--- src/rtl/countdown_hms.sv ---
// Loadable BCD HH:MM:SS kitchen-timer down-counter, rings when it reaches 00:00:00.
// Latency: every control input acts at the next CP edge; all outputs are registered.
// Backpressure: none; Tick pulses that arrive outside RUN/RING, or together with Stop, are dropped.
module countdown_hms #(
   parameter int HOUR_MAX   = 23,
   parameter int RING_TICKS = 10
) (
   input  logic       CP,
   input  logic       nCR,
   input  logic       Tick,
   input  logic       Load,
   input  logic [7:0] LdH,
   input  logic [7:0] LdM,
   input  logic [7:0] LdS,
   input  logic       Start,
   input  logic       Stop,
   output logic [7:0] CntH,
   output logic [7:0] CntM,
   output logic [7:0] CntS,
   output logic       Running,
   output logic       Done,
   output logic       Ring
);

   localparam int RW = $clog2(RING_TICKS + 1);
   localparam logic [RW-1:0] RING_LAST = RW'(RING_TICKS - 1);

   typedef enum logic [1:0] {
      S_IDLE  = 2'd0,
      S_RUN   = 2'd1,
      S_PAUSE = 2'd2,
      S_RING  = 2'd3
   } state_t;

   state_t        state;
   logic [RW-1:0] ring_cnt;

   logic [7:0] dec_h, dec_m, dec_s;
   logic       borrow_s, borrow_m;
   logic       count_zero, dec_zero;

   // Minutes/seconds field: invalid digits collapse the whole field to zero.
   function automatic logic [7:0] chk_ms(input logic [7:0] v);
      if (v[3:0] > 4'd9 || v[7:4] > 4'd5)
         return 8'h00;
      return v;
   endfunction

   // Hours field: valid BCD digits and a decimal value no larger than HOUR_MAX.
   function automatic logic [7:0] chk_h(input logic [7:0] v);
      int dec;
      if (v[3:0] > 4'd9 || v[7:4] > 4'd9)
         return 8'h00;
      dec = 10 * int'(v[7:4]) + int'(v[3:0]);
      if (dec > HOUR_MAX)
         return 8'h00;
      return v;
   endfunction

   // One BCD step down within a field; 00 is held (callers handle the wrap to 59).
   function automatic logic [7:0] bcd_dec(input logic [7:0] v);
      if (v[3:0] != 4'd0)
         return {v[7:4], v[3:0] - 4'd1};
      if (v[7:4] != 4'd0)
         return {v[7:4] - 4'd1, 4'd9};
      return 8'h00;
   endfunction

   // Next count for a one-second decrement, borrowing seconds -> minutes -> hours.
   always_comb begin
      borrow_s = (CntS == 8'h00);
      borrow_m = borrow_s && (CntM == 8'h00);
      dec_s    = borrow_s ? 8'h59 : bcd_dec(CntS);
      dec_m    = CntM;
      if (borrow_s)
         dec_m = borrow_m ? 8'h59 : bcd_dec(CntM);
      dec_h    = borrow_m ? bcd_dec(CntH) : CntH;
      count_zero = (CntH == 8'h00) && (CntM == 8'h00) && (CntS == 8'h00);
      dec_zero   = (dec_h == 8'h00) && (dec_m == 8'h00) && (dec_s == 8'h00);
   end

   // Timer FSM: priority Stop > Load > Start > Tick, with all outputs registered here.
   always_ff @(posedge CP or negedge nCR) begin
      if (!nCR) begin
         state    <= S_IDLE;
         CntH     <= 8'h00;
         CntM     <= 8'h00;
         CntS     <= 8'h00;
         ring_cnt <= '0;
         Running  <= 1'b0;
         Done     <= 1'b0;
         Ring     <= 1'b0;
      end else begin
         Done <= 1'b0;
         case (state)
            S_IDLE, S_PAUSE: begin
               if (Stop) begin
                  state <= S_IDLE;
               end else if (Load) begin
                  // A load wins over a simultaneous Start; the state is left alone.
                  CntH <= chk_h(LdH);
                  CntM <= chk_ms(LdM);
                  CntS <= chk_ms(LdS);
               end else if (Start && !count_zero) begin
                  state   <= S_RUN;
                  Running <= 1'b1;
               end
            end
            S_RUN: begin
               if (Stop) begin
                  state   <= S_PAUSE;
                  Running <= 1'b0;
               end else if (Tick) begin
                  CntH <= dec_h;
                  CntM <= dec_m;
                  CntS <= dec_s;
                  if (dec_zero) begin
                     state    <= S_RING;
                     Running  <= 1'b0;
                     Done     <= 1'b1;
                     Ring     <= 1'b1;
                     ring_cnt <= '0;
                  end
               end
            end
            S_RING: begin
               if (Stop) begin
                  state <= S_IDLE;
                  Ring  <= 1'b0;
               end else if (Tick) begin
                  if (ring_cnt == RING_LAST) begin
                     state    <= S_IDLE;
                     Ring     <= 1'b0;
                     ring_cnt <= '0;
                  end else begin
                     ring_cnt <= ring_cnt + 1'b1;
                  end
               end
            end
            default: begin
               state   <= S_IDLE;
               Running <= 1'b0;
               Ring    <= 1'b0;
            end
         endcase
      end
   end

endmodule

--- config.mk ---
export PLATFORM = sky130hd
export DESIGN_NAME = countdown_hms
export DESIGN_NICKNAME = d
export VERILOG_FILES = /design/src/rtl/countdown_hms.sv
export SDC_FILE = /design/constraint.sdc
export NUM_CORES = 1
export LEC_CHECK = 0
export ABC_AREA = 0
export CAP_MARGIN = 25
export CORE_MARGIN = 1.5
export CORE_UTILIZATION = 55
export DETAILED_ROUTE_END_ITERATION = 7
export PLACE_DENSITY = 0.95
export SYNTH_ARGS = -nofsm -noshare
export SYNTH_HDL_FRONTEND = slang
export SYNTH_SLANG_ARGS = --single-unit
--- constraint.sdc ---
create_clock -name CP -period 5.1 [get_ports CP]
set_input_delay 0.51 -clock CP [delete_from_list [all_inputs] [get_ports CP]]
set_output_delay 0.51 -clock CP [all_outputs]
set_load 0.005 [all_outputs]
**Yosys cells after proc, flatten, opt, wreduce, memory -nomap -nowiden**

Cells that the tools add are included.
Widths: inputs -> output; s select.

- Multipliers: 1
- $lt $le $gt $ge: 7
- Muxes and demuxes: 102
- Reductions and logical operators: 31
- Equality and inequality tests: 19
- Add/sub/neg operators: 8

Operator list:

| operator | number |
|---|---|
| $mux 8 | 36 |
| $logic_not 8->1 | 6 |
| $pmux 8 s2 | 3 |
| $mux 1 | 44 |
| $mux 4 | 6 |
| $reduce_and 6->1 | 4 |
| $reduce_bool 4->1 | 6 |
| $sub 4x1->4 const B | 6 |
| $mux 2 | 9 |
| $ne 2x2->1 const B | 9 |
| $ne 3x3->1 const B | 6 |
| $gt 4x4->1 const B | 4 |
| $add 8x4->9 | 1 |
| $gt 9x5->1 const B | 1 |
| $gt 4x3->1 const B | 2 |
| $pmux 4 s2 | 1 |
| $mul 3x4->7 const A | 1 |
| $logic_and 1x1->1 | 6 |
| $pmux 2 s3 | 1 |
| $reduce_and 5->1 | 1 |
| $add 4x1->4 const B | 1 |
| $eq 2x2->1 const B | 2 |
| $eq 4x4->1 const B | 1 |
| $pmux 1 s2 | 2 |
| 6 further kinds | 9 |

- Bits of input ports: 30
- Register bits after elaboration: 33
- Output and inout bits: 27

**Longest topological paths before layout**

- Depth in word-level cells: 16
- Mapped depth: 10
- Gate-level depth less buffers: 10

**Least setup slack after synthesis**

Ideal clock, no wire load.

- Kind: register -> register
- Start point: reg CntM[0]
- End point: reg ring_cnt[0]
- Data arrival time: 2.608 ns
- Path buffers: 0
- Data required time: 4.973 ns
- Period minus slack after synthesis: 2.735 ns
- Setup slack: 2.365 ns
- Stages on the path, launching flop included: 10
- Path through: dfrtp_1 > inv_1 > ha_1 > or4b_1 > nor4_4 > nand2_2 > a2111oi_4 > o2111ai_2 > nand2_2 > mux2_1

- Cells in the longest elaborated chain, start to end: 12
- Elaborated cells between the ends (all ways): 19
- Classes of those cells: add/sub: 1; eq/ne: 1; mux: 9; reduce/logical: 8

RTL lines:

| what | RTL line | RTL |
|---|---|---|
| start, declared | 18 | `output logic [7:0] CntM,` |
| start signal, assigned | 102 | `CntM <= chk_ms(LdM);` |
| start signal, assigned | 115 | `CntM <= dec_m;` |
| $sub 4x1->4 | 63 | `return {v[7:4], v[3:0] - 4'd1};` |
| $mux 8 | 62 | `if (v[3:0] != 4'd0)` |
| $mux 8 | 64 | `if (v[7:4] != 4'd0)` |
| $mux 8 | 66 | `return 8'h00;` |
| $mux 8 | 64 |  |
| $mux 8 | 76 | `dec_m = borrow_m ? 8'h59 : bcd_dec(CntM);` |
| $mux 8 | 75 | `if (borrow_s)` |
| $logic_not 8->1 | 79 | `dec_zero = (dec_h == 8'h00) && (dec_m == 8'h00) && (dec_s == 8'h00);` |
| $logic_and 1x1->1 * (2 in a row) | 79 |  |
| $ne 2x2->1 (no line) * | n/a |  |
| $reduce_and 6->1 (no line) * | n/a |  |
| end signal, assigned | 136 | `ring_cnt <= ring_cnt + 1'b1;` |
| end, declared | 36 | `logic [RW-1:0] ring_cnt;` |

Mark *: on every way between the ends. The rest lies on a longest branch, timed or not. The select of a mux whose other input is x is not followed.
A chain may end at the register's enable or synchronous reset.

**Worst setup path in the final report**

- Start point: in LdH[5]
- End point: reg CntH[4]

- Cells in the longest elaborated chain, start to end: 13
- Elaborated cells between the ends (all ways): 20
- Classes of those cells: add/sub: 1; mul: 1; order compare: 2; mux: 15; reduce/logical: 1

RTL lines:

| what | RTL line | RTL |
|---|---|---|
| start, declared | 12 | `input logic [7:0] LdH,` |
| $mul 3x4->7 | 54 | `dec = 10 * int'(v[7:4]) + int'(v[3:0]);` |
| $add 8x4->9 | 54 |  |
| $gt 9x5->1 | 55 | `if (dec > HOUR_MAX)` |
| $mux 1 | 55 |  |
| $mux 1 | 54 |  |
| $mux 1 | 99 | `end else if (Load) begin` |
| $mux 1 | 97 | `if (Stop) begin` |
| $mux 1 | 95 | `case (state)` |
| $mux 8 | 57 | `return v;` |
| $mux 8 * | 54 |  |
| $mux 8 * | 99 |  |
| $mux 8 * | 97 |  |
| $pmux 8 s2 * | 95 |  |
| end signal, assigned | 101 | `CntH <= chk_h(LdH);` |
| end signal, assigned | 114 | `CntH <= dec_h;` |
| end, declared | 17 | `output logic [7:0] CntH,` |

Marked as above.

==> results.md <==
- Mapped Area: 0.00253 mm^2
- Peak VDD IR: 157 uV
- GPL Wtd Cong: 0.942
- Synth warnings: 0
- Register area: 826 um^2
- Total CTS buffers: 5
- Max Cap Violations: 0
- Fin Setup TNS: 0 ns
- Total power divided by cell area: 297 mW/mm^2
- Synth Area in XOR/XNOR: 0
- 1st-iter DRT viols: 272
- Clock power frac: 0.212
- Drt wl/cell: 16.7 um
- Crit-path max FO: 5
- Post-synthesis mux area share: 0.0168
- Clock buffer depth: 2
- WP data arrival: 3.61 ns
- Reg2Reg Launch Point: CntS[0]
- Worst slew pin tran: 1.05 ns
- Initial antenna violation count: 0
- Hpwl dp: 4950 um
- Sequential power share: 0.386
- Final ANT Viol Nets: 0
- Total Power: 0.952 mW
- DRC viols: 0
- Setup violators final: 0
- Leakage: 1.28 nW
- Routed WL: 7010 um
- Net Count, Synth: 358
- Slew margin rel.: 0.298
- Diode count: 0
- First-pass DRT Iterations: 5
- Power share of the combinational group: 0.402
- Reg2Reg Depth: 7
- Final hold violation count: 0
- Nets: 410
- Simple-gate portion of the synthesized area: 0.271
- Flop-to-flop setup slack: 2.05 ns
- Multi-input gate area: 0.00159 mm^2
- Final Util: 0.732
- Global-route wire length before repair: 11300 um
- Die span in x: 70.9 um
- Hold crit path type: flop to flop
- Worst-path clk slew: 0.07 ns
- FFs w/ async S/R, synth: 1.00
- Fraction of the mapped netlist area in compound gates: 0.269
- Die area: 0.00503 mm^2
- Flops & latches, synth: 33
- CTS tree: yes
- Final period utilization: 0.663
- Core area: 0.00438 mm^2
- Share of layout cells above drive strength 1: 0.0518
- Gr ovfl total: 0
- Power Internal: 0.581 mW
- CP Launch Type: input pin
- Final Max Tran Viols: 0
- Worst Min Path Start: Running
- RSZ-0062 raised after global routing: no
- Die Y: 70.9 um
- Vias/cell: 6.55
- Hold-fix buffer count after cts: 0
- Reg-to-Reg End: ring_cnt[2]
- DR vias: 2746
- Fill cells: 338
- Adder-cell share of the synthesized area: 0.0701
- Worst EP required: 5.33 ns
- Cells after synthesis: 315
- Area growth, synth to finish: 26.6%
- Setup CP Type: input pin to flop
- Fmax: 0.296 GHz
- Net Switching: 0.371 mW
- H-tree depth: 2
- Setup crit end kind: flop
- Switching share of power: 0.390
- Top Ports: 57
- Hold Path Sink: Running
- Largest net degree at the start of global routing: 34
- Clock skew: 0.00573 ns
- Register area share after synthesis: 0.326
- Root buf cell: clkbuf_8
- Port Buffers: 56
- Syn Area/Cell: 8.05 um^2
- Combinational family with the most area after synthesis: simple AND/OR/NAND/NOR gates
- Initial Util: 0.578
- Post-synth EDFFs: 0
- Clock Sink Count: 33
- Clk Latency, worst-skew pair: 0.29 ns
- Main synth FF type: dfrtp_1
- Row count: 24
- Distinct cells, synth: 56
- Status: finished, final reports clean
- Post-CTS setup buffer count: 0
- Vias in the first global route: 2482
- Post-layout min period: 3.38 ns
- Total GRT Usage: 0.282
- Worst hold path depth: 2
- CTS resizes: 0
[power by group through the flow]
stage          Sequential, mW  Combinational [mW]  Clock, mW
6_report                0.367               0.383      0.201
5_1_grt                 0.373               0.418      0.214
4_1_cts                 0.364               0.377      0.200
3_5_place_dp            0.368               0.371          0
3_3_place_gp            0.366               0.358          0
2_1_floorplan           0.348               0.238          0
[per-layer routing]
| metal | global-route usage | vias up | share of wire |
|---|---|---|---|
| li1 | - | 1283 | - |
| met1 | 0.366 | 1289 | 0.42 |
| met2 | 0.462 | 156 | 0.49 |
| met3 | 0.0570 | 18 | 0.079 |
| met4 | 0.115 | 0 | 0.019 |
| met5 | 0 | - | 0 |
[how the worst max path moves through the flow]
stage                        from           to  cells after the start
after floorplan           CntM[0]  ring_cnt[0]                      9
after global placement     LdH[5]      CntH[3]                     10
after detailed placement   LdH[5]      CntH[4]                     10
after CTS                  LdH[5]      CntH[4]                     10
after global routing       LdH[5]      CntH[4]                     10
final                      LdH[5]      CntH[4]                     10
[cells by family (layout without fill, tap and decap cells)]
logic type,Yosys count,after routing
AND/OR/NAND/NOR,129,129
AO/OA/AOI/OAI,106,106
flip-flops,33,33
buffers and inverters,30,82
adder cells (fa/ha/maj),13,13
multiplexers,4,4
[synth_stat cells, drive strengths merged, types with 3 or more instances]
library cell,instances,share of area
nor2b,3,0.0074
nand2b,5,0.012
o22ai,4,0.0099
a221o,3,0.012
inv,16,0.024
o211ai,3,0.0089
nor3,12,0.024
ha,11,0.054
a32oi,3,0.010
clkbuf,12,0.018
nand3,8,0.016
o21ai,34,0.067
nand4,8,0.020
nor4,8,0.026
nor2,37,0.055
a21oi,31,0.061
a31oi,3,0.0074
nand2,24,0.038
a21boi,3,0.0089
nor4b,4,0.014
dfrtp,33,0.33
or4,6,0.019
and2,4,0.0099
[critical path, cell delays in order]
cell and delay, ns:
clkdlybuf4s50_1 0.51, ha_1 0.29, ha_1 0.28, a2111oi_0 0.45, nand3_1 0.13, o21ai_0 0.10, nand3_1 0.10, nor4b_1 0.74
and2_1 0.33, a221o_1 0.18
[registers in the layout, indices dropped and copies added (netlist names)]
name / count
CntM: 8
ring_cnt: 4
CntH: 8
state: 2
CntS: 8
Running: 1
Ring: 1
Done: 1
[layout make-up]
class / count / area share
clock buffer: 7 / 0.0269
tap: 52 / 0.0203
sequential: 33 / 0.257
inverter: 16 / 0.0187
timing repair buffer: 59 / 0.182
multi-input combinational: 252 / 0.495
[cells in the final DEF, fill, tap and decap left out, types with 4 or more instances in the layout]
master	n
clkbuf_8	6
nand3_1	8
nor3_1	12
o22ai_1	4
nand2b_1	5
nor4_1	7
and2_1	4
clkdlybuf4s50_1	56
nor4b_1	4
ha_1	11
or4_1	5
nand2_1	22
nor2_1	37
o21ai_0	34
dfrtp_1	33
inv_1	16
a21oi_1	31
nand4_1	8
[stage by stage]
stage / hold slack, ns / cells / setup WS [ns] / instance area [um^2]
CTS: 0.504 / 419 / 1.71 / 3210
detailed placement: 0.490 / 412 / 1.45 / 3120
finish: 0.496 / 419 / 1.72 / 3210
global route: 0.576 / 419 / 1.51 / 3210
global placement: 0.487 / 412 / 1.69 / 3120
floorplan: 0.214 / 315 / 2.36 / 2530
Note: power is estimated with default switching activity, not from simulation.
